**src/rtl/ps2_pkg.sv**
```systemverilog
// Shared constants for the PS/2 scan-code parser: set-2 prefix bytes,
// pop-handshake FSM state encoding and the {ext, code} key identifier type.
package ps2_pkg;

  // Set-2 prefix bytes
  localparam logic [7:0] SC_EXT = 8'hE0;
  localparam logic [7:0] SC_BRK = 8'hF0;

  // Pop-handshake FSM state encoding
  localparam logic [1:0] ST_IDLE = 2'd0;
  localparam logic [1:0] ST_POP  = 2'd1;
  localparam logic [1:0] ST_GAP  = 2'd2;

  // Key identity as stored in held_code: extended flag above the raw code
  typedef struct packed {
    logic       ext;
    logic [7:0] code;
  } key_t;

  // True for bytes that only modify the following code byte
  function automatic logic is_prefix(input logic [7:0] b);
    return (b == SC_EXT) || (b == SC_BRK);
  endfunction

endpackage

```
**src/rtl/ps2_scancode_parser.sv**
```systemverilog
// PS/2 set-2 scan-code parser sitting behind the keyboard receiver FIFO.
// Pops one byte per IDLE/POP/GAP loop, strips E0/F0 prefixes, emits one-cycle
// key events, tracks the held key and counts make events (wrapping counter).
// Optional build macro: REPEAT_FILTER_EN suppresses typematic repeats of the
// currently held key (no event, no count).
module ps2_scancode_parser
  import ps2_pkg::*;
#(
  parameter int unsigned CNT_W = 8
) (
  input  logic             clk,
  input  logic             rst,
  input  logic             ps2_ready,
  input  logic [7:0]       ps2_data,
  input  logic             ps2_overflow,
  output logic             nextdata_n,
  output logic             ev_valid,
  output logic [7:0]       ev_code,
  output logic             ev_break,
  output logic             ev_ext,
  output logic             key_held,
  output logic [8:0]       held_code,
  output logic [CNT_W-1:0] press_count,
  output logic             overflow_seen
);

  logic [1:0]       r_state;
  logic [7:0]       r_byte;
  logic             r_nextdata_n;
  logic             r_ext_pend;
  logic             r_brk_pend;
  logic             r_ev_valid;
  logic [7:0]       r_ev_code;
  logic             r_ev_break;
  logic             r_ev_ext;
  logic             r_key_held;
  key_t             r_held_code;
  logic [CNT_W-1:0] r_press_count;
  logic             r_overflow_seen;

  logic w_pop;
  logic w_code_byte;
  key_t w_key;
  logic w_match;
  logic w_repeat;
  logic w_emit;
  logic w_make;
  logic w_release;

  // Byte under processing is only meaningful during the POP cycle
  assign w_pop       = (r_state == ST_POP);
  assign w_code_byte = w_pop && !is_prefix(r_byte);
  assign w_key       = '{ext: r_ext_pend, code: r_byte};
  assign w_match     = r_key_held && (r_held_code == w_key);

`ifdef REPEAT_FILTER_EN
  // A make of the key already held is a typematic repeat and is dropped
  assign w_repeat = !r_brk_pend && w_match;
`else
  assign w_repeat = 1'b0;
`endif

  assign w_emit    = w_code_byte && !w_repeat;
  assign w_make    = w_emit && !r_brk_pend;
  assign w_release = w_emit && r_brk_pend && w_match;

  // Pop handshake: latch the head byte, strobe nextdata_n for one cycle,
  // then let the receiver's read pointer settle before looking again.
  always_ff @(posedge clk) begin
    if (rst) begin
      r_state      <= ST_IDLE;
      r_byte       <= 8'h00;
      r_nextdata_n <= 1'b1;
    end else begin
      unique case (r_state)
        ST_IDLE: begin
          r_nextdata_n <= 1'b1;
          if (ps2_ready) begin
            r_byte       <= ps2_data;
            r_nextdata_n <= 1'b0;
            r_state      <= ST_POP;
          end
        end
        ST_POP: begin
          r_nextdata_n <= 1'b1;
          r_state      <= ST_GAP;
        end
        ST_GAP: begin
          r_nextdata_n <= 1'b1;
          r_state      <= ST_IDLE;
        end
        default: begin
          r_nextdata_n <= 1'b1;
          r_state      <= ST_IDLE;
        end
      endcase
    end
  end

  // Prefix flags accumulate in any order and clear on the next code byte,
  // whether or not that byte produces an event.
  always_ff @(posedge clk) begin
    if (rst) begin
      r_ext_pend <= 1'b0;
      r_brk_pend <= 1'b0;
    end else if (w_pop) begin
      if (r_byte == SC_EXT) begin
        r_ext_pend <= 1'b1;
      end else if (r_byte == SC_BRK) begin
        r_brk_pend <= 1'b1;
      end else begin
        r_ext_pend <= 1'b0;
        r_brk_pend <= 1'b0;
      end
    end
  end

  // Event outputs: valid pulses for one cycle, payload holds until the next event
  always_ff @(posedge clk) begin
    if (rst) begin
      r_ev_valid <= 1'b0;
      r_ev_code  <= 8'h00;
      r_ev_break <= 1'b0;
      r_ev_ext   <= 1'b0;
    end else begin
      r_ev_valid <= w_emit;
      if (w_emit) begin
        r_ev_code  <= r_byte;
        r_ev_break <= r_brk_pend;
        r_ev_ext   <= r_ext_pend;
      end
    end
  end

  // Held-key tracker and make counter; a break only releases the matching key
  always_ff @(posedge clk) begin
    if (rst) begin
      r_key_held    <= 1'b0;
      r_held_code   <= '0;
      r_press_count <= '0;
    end else if (w_make) begin
      r_key_held    <= 1'b1;
      r_held_code   <= w_key;
      r_press_count <= r_press_count + CNT_W'(1);
    end else if (w_release) begin
      r_key_held <= 1'b0;
    end
  end

  // Sticky receiver overflow indication
  always_ff @(posedge clk) begin
    if (rst) begin
      r_overflow_seen <= 1'b0;
    end else if (ps2_overflow) begin
      r_overflow_seen <= 1'b1;
    end
  end

  assign nextdata_n    = r_nextdata_n;
  assign ev_valid      = r_ev_valid;
  assign ev_code       = r_ev_code;
  assign ev_break      = r_ev_break;
  assign ev_ext        = r_ev_ext;
  assign key_held      = r_key_held;
  assign held_code     = r_held_code;
  assign press_count   = r_press_count;
  assign overflow_seen = r_overflow_seen;

endmodule

```
**config.mk**
```make
export PLATFORM = sky130hd
export DESIGN_NAME = ps2_scancode_parser
export DESIGN_NICKNAME = d
export VERILOG_FILES = /design/src/rtl/ps2_pkg.sv /design/src/rtl/ps2_scancode_parser.sv
export SDC_FILE = /design/constraint.sdc
export NUM_CORES = 1
export LEC_CHECK = 0
export ABC_AREA = 0
export BUFFER_PORTS_ARGS = -buffer_cell sky130_fd_sc_hd__buf_2
export CAP_MARGIN = 5
export CORE_ASPECT_RATIO = 0.9
export CORE_MARGIN = 2
export CORE_UTILIZATION = 30
export CTS_BUF_LIST = sky130_fd_sc_hd__clkbuf_16
export CTS_CLUSTER_SIZE = 20
export DETAILED_ROUTE_END_ITERATION = 10
export HOLD_SLACK_MARGIN = 0.02
export PLACE_DENSITY = 0.56
export SLEW_MARGIN = 30
export SYNTH_ARGS = -nofsm -noshare
export SYNTH_HDL_FRONTEND = slang
export SYNTH_SLANG_ARGS = --single-unit
```
**constraint.sdc**
```tcl
create_clock -name clk -period 1.6 [get_ports clk]
set_clock_uncertainty 0.05 [all_clocks]
set_input_delay 0.08 -clock clk [delete_from_list [all_inputs] [get_ports clk]]
set_output_delay 0.08 -clock clk [all_outputs]
set_load 0.005 [all_outputs]
```
## Yosys cells after proc, flatten, opt, wreduce, memory -nomap -nowiden

Cells that the tools add are included.

| storage, ports and cells | value |
|---|---|
| output and inout bits | 31 |
| bits in registers | 43 |
| input port bits | 12 |

| operators by class | value |
|---|---|
| add/sub/neg operators | 1 |
| bitwise logic cells | 2 |
| reduce and logical (&&, ||, !) cells | 14 |
| equal/unequal tests | 6 |
| mux-type cells | 8 |

Operators with widths:

| kind | count |
|---|---|
| 8-bit == test, second input constant | 2 |
| 9-bit == test | 1 |
| 8-bit by 1-bit adder with 8-bit output, second input constant | 1 |
| 1-bit two-way mux | 6 |
| 2-bit AND reduction | 3 |
| 1-bit logical AND | 5 |
| 2-bit inequality test, second input constant | 2 |
| 2-bit case mux with 2 select lines | 1 |
| 2-bit by 1-bit == test with 1-bit output, second input constant | 1 |
| 1-bit logical NOT | 2 |
| 2-bit logical NOT | 1 |
| 2-bit two-way mux | 1 |
| 1-bit inverter | 2 |
| 2-bit nonzero test | 1 |
| 2-bit OR reduction | 1 |
| 1-bit logical OR | 1 |

## Depth between registers and ports, before layout

| logic depth | value |
|---|---|
| depth in word-level cells | 8 |
| gate-level depth with buffers | 5 |
| depth with buffers taken out | 5 |

## Worst setup path after synthesis

No wires, ideal clock.

| timing | value |
|---|---|
| path type | register to register |
| start point | reg r_byte[3] |
| end point | reg r_press_count[4] (netlist: press_count[4]) |
| arrival time | 1.310 ns |
| clock period less this slack | 1.483 ns |
| buffers on the path | 0 |
| library setup time | 0.123 ns |
| setup slack | 0.117 ns |
| data required time | 1.427 ns |
| stages on the path, launching flop included | 5 |
| path through | dfxtp_1 -> and4bb_4 -> a211oi_4 -> nand4_1 -> mux2_1 |

| between the ends | value |
|---|---|
| word-level cells in the longest chain between the ends | 5 |
| elaborated cells on any way between the ends | 6 |
| those cells by class | eq/ne (2); reduce/logical (4) |

Ends and longest elaborated chain:

| what | line | source |
|---|---|---|
| from (decl) | ps2_scancode_parser.sv:28 | `logic [7:0] r_byte;` |
| from (signal assigned) | ps2_scancode_parser.sv:79 | `r_byte <= ps2_data;` |
| 8-bit == test | ps2_pkg.sv:22 | `return (b == SC_EXT) \|\| (b == SC_BRK);` |
| 1-bit logical OR (*) | ps2_pkg.sv:22 |  |
| 1-bit logical NOT (*) | ps2_scancode_parser.sv:52 | `assign w_code_byte = w_pop && !is_prefix(r_byte);` |
| 1-bit logical AND (*) | ps2_scancode_parser.sv:52 |  |
| 1-bit logical AND (*) | ps2_scancode_parser.sv:64 | `assign w_make = w_emit && !r_brk_pend;` |
| to (signal assigned) | ps2_scancode_parser.sv:144 | `r_press_count <= r_press_count + CNT_W'(1);` |
| to (decl) | ps2_scancode_parser.sv:38 | `logic [CNT_W-1:0] r_press_count;` |

Every way passes the cells marked *; elsewhere a longest branch is shown, timed or not.
A chain may end at the register's enable or synchronous reset.

## Final worst setup path

Same ends and word-level chain as after synthesis.

==> reports/qor.log <==
qor: floorplan.die_x 84.3 um
qor: setup_path.critPathKind flop to flop
qor: power.power.leakage 1.09 nW
qor: logic_synthesis.asyncSetResetFlopFracSynth 0%
qor: logic_synthesis.synth_top_area_share 49.4%
qor: floorplan.floorplan.initialDensity 30.8%
qor: min_path.hp-class primary input to flop
qor: cts.cts-buffers-inserted 5
qor: global_route.busiest_layer met2
qor: cts.cts-root-buf clkbuf_16
qor: logic_synthesis.postSynthAreaPerCell 10.1 um2
qor: sta.worst_slew_pin_slew 0.384 ns
qor: setup_path.cpPeakStageDelay 0.33 ns
qor: layout.final_layout_size_suffix_gt1_share 30.9%
qor: layout.area_delta_synth_final 34.2%
qor: global_route.grt_overflow 0
qor: place.place.detailed.instances 289
qor: cts.tritoncts yes
qor: logic_synthesis.yosys_most_used_dff dfxtp_1
qor: logic_synthesis.synthTopCellsByCount 43 x dfxtp_1, 39 x nor2_1, 28 x mux2i_1, 9 x xnor2_1, 8 x a21oi_1
qor: sta.timing.slew.headroom 74.2%
qor: drt.drt-total-wl 3880 um
qor: run_status.result_of_the_run complete, no violations
qor: drt.routed-via-count 1,354
qor: layout.net_count_of_the_finished_layout 248
qor: sta.fin_tns_setup 0 ns
qor: floorplan.die-height 76.3 um
qor: logic_synthesis.synth_nets 185
qor: flow_run.drv_cap 0
qor: logic_synthesis.synth.cell_area 1740 um2
qor: setup_path.worst_ep_arrival_time 1.64 ns
qor: logic_synthesis.synth_simple_gate_area_share 16.2%
qor: logic_synthesis.synth-edff-count 0
qor: sta.finalMaxSlewViolations 0
qor: global_route.use_met2 17.6%
qor: setup_path.worstPathMaxFanout 4
qor: drt.detailedRoute.firstIterationViolations 71
qor: drt.drt-vias-per-instance 4.42
qor: cts.worst_setup_hold_path_clk_slew 0.06 ns
qor: cts.cts-htree-levels 2
qor: setup_path.timing.critical_path.max_delay_family simple AND/OR/NAND/NOR gates
qor: floorplan.placementRows 26
qor: setup_path.worst_setup_path_end_kind flop
qor: floorplan.die_area 6440 um2
qor: logic_synthesis.post_synthesis_compound_gate_area_fraction 7.25%
qor: setup_path.startpoint_type_of_the_worst_setup_path flop
qor: layout.num_antenna_cells 0
qor: logic_synthesis.mux_contribution_to_synthesized_area 16.7%
qor: cts.cts.sink_count 43
qor: logic_synthesis.synthCells 172
qor: cts.clock_latency_reported_for_the_late_side_of_the_worst_skew_pair 0.28 ns
qor: logic_synthesis.synth_top_cell_by_area dfxtp_1
qor: place.gpl.final_weighted_congestion 0.735
qor: logic_synthesis.ys_warn_count 0
qor: sta.timing.final.hold_violations 0
qor: setup_path.worst-path-buf-inv 0
qor: logic_synthesis.seq_area_frac_synth 49.4%
qor: setup_path.crit_chain and4bb_4 -> a211oi_4 -> nand4_1 -> mux2_1
qor: drt.drt_first_pass_iters 4
qor: logic_synthesis.yosys.cell_count.top_type dfxtp_1
qor: global_route.first_global_vias 1,251
qor: setup_path.worstPathRequired 1.71 ns
qor: drt.drt.antenna.violating_nets 0
qor: global_route.grt.met3_usage 3.47%
qor: setup_path.critical-path-slowest-cell mux2_1
qor: power.power.density_cell_area 1010 nW/um2
qor: sta.grt_setup_unrepaired yes
qor: logic_synthesis.synth_fa_ha_area_share 0.718%
qor: sta.final.period_utilization 95.5%
qor: drt.drc 0
qor: drt.post_drt_wl_per_cell 12.7 um
qor: cts.post_cts_buffers 0
qor: place.port-buffer-count 42
qor: sta.final-setup-viol-count 0
qor: logic_synthesis.post_synth_cell_types 30
qor: sta.post-route-min-period 1.53 ns
qor: power.irDropWorstVdd 0.550 mV
qor: floorplan.placeable_core_area 5660 um2
qor: global_route.gr-usage-all-layers 12.3%
qor: cts.cts_max_path_buffers 2
qor: floorplan.io_pins 43
qor: layout.finalNonFillerCells 306
qor: logic_synthesis.ys_seq_elements 43
qor: layout.final_util 41.3%
qor: global_route.antenna_found_initial 0
qor: place.detailedPlacementHpwl 2760 um
qor: global_route.global_route_wire_length_before_repair 6220 um
qor: logic_synthesis.synth_top_family_by_area multiplexers
qor: global_route.grt.met1_usage 17.5%
qor: logic_synthesis.synth_top_cells_by_area dfxtp_1 49%, mux2i_1 16%, nor2_1 8.4%
qor: global_route.grt_max_degree 21
qor: sta.fmax 655 MHz
qor: logic_synthesis.synthXorXnorAreaFrac 5.53%
==> layout make-up <==
cell class	instances	area (um2)
fill	592	3320
timing repair buffer	65	413
inverter	4	15.0
tap	70	87.6
sequential	43	866
clock inverter	3	11.3
clock buffer	5	125
multi-input combinational	116	822
==> report_power, final <==
group          switching (mW)  internal, mW
Sequential             0.0351          1.11
Clock                   0.399         0.562
Combinational           0.121         0.138
Total                   0.555          1.81
==> sequential cells by signal, summed over array words and instances, names as in the netlist, 2 cells and up <==
signal,cells
held_code,9
ev_code,8
press_count,8
r_byte,8
r_state,2
==> through the flow <==
| step | hold slack, ns | cell area [um2] | power, mW | setup slack (ns) |
|---|---|---|---|---|
| floorplan | 0.146 | 1740 | 1.32 | 0.117 |
| global placement | 0.239 | 2090 | 1.41 | 0.0347 |
| detailed placement | 0.251 | 2090 | 1.41 | 0.0275 |
| CTS | 0.121 | 2320 | 2.38 | 0.0219 |
| global route | 0.145 | 2340 | 2.47 | -0.0209 |
| finish | 0.124 | 2340 | 2.37 | 0.0727 |
==> worst paths after layout <==
| path | start | to | slack (ns) | cells past startpoint |
|---|---|---|---|---|
| max | r_byte[3] | press_count[4] | 0.07 | 4 |
| min | ps2_ready | nextdata_n | 0.12 | 3 |
| max reg2reg | r_byte[3] | press_count[4] | 0.07 | 4 |
| min reg2reg | overflow_seen | overflow_seen | 0.42 | 2 |
==> tightest hold or removal path, cell delays in order <==
cell and delay [ns]:
buf_2 0.09, nor3b_2 0.15, nand2b_1 0.09
==> routing by layer <==
layer | part of all wire (%) | wire length [um]
met1 | 51 | 1990
met2 | 42 | 1630
met3 | 4.8 | 188
met4 | 2.0 | 77
met5 | 0 | 0
==> timing repair <==
action	in CTS	in global routing
hold buffers	9	0
endpoints found under the hold margin	9	0
gates resized for setup	0	8
endpoints found under the setup margin	0	21
==> logic make-up after synthesis <==
kind of cell | count (synthesis)
xor+xnor | 11
compound gates | 16
flops | 43
simple gates | 59
buf+inv | 13
fa+ha+maj | 1
mux | 29
==> cell usage in the layout (no fill, tap or decap), types with 3 or more instances in the layout <==
cell	count
nor2_1	39
clkbuf_16	5
mux2i_1	28
buf_2	42
nor3_1	3
a21oi_1	8
dlygate4sd3_1	9
xnor2_1	9
nand3_1	4
dfxtp_1	39
dfxtp_2	4
buf_4	12
inv_1	5
No activity file was read; power rests on OpenSTA's default activity.
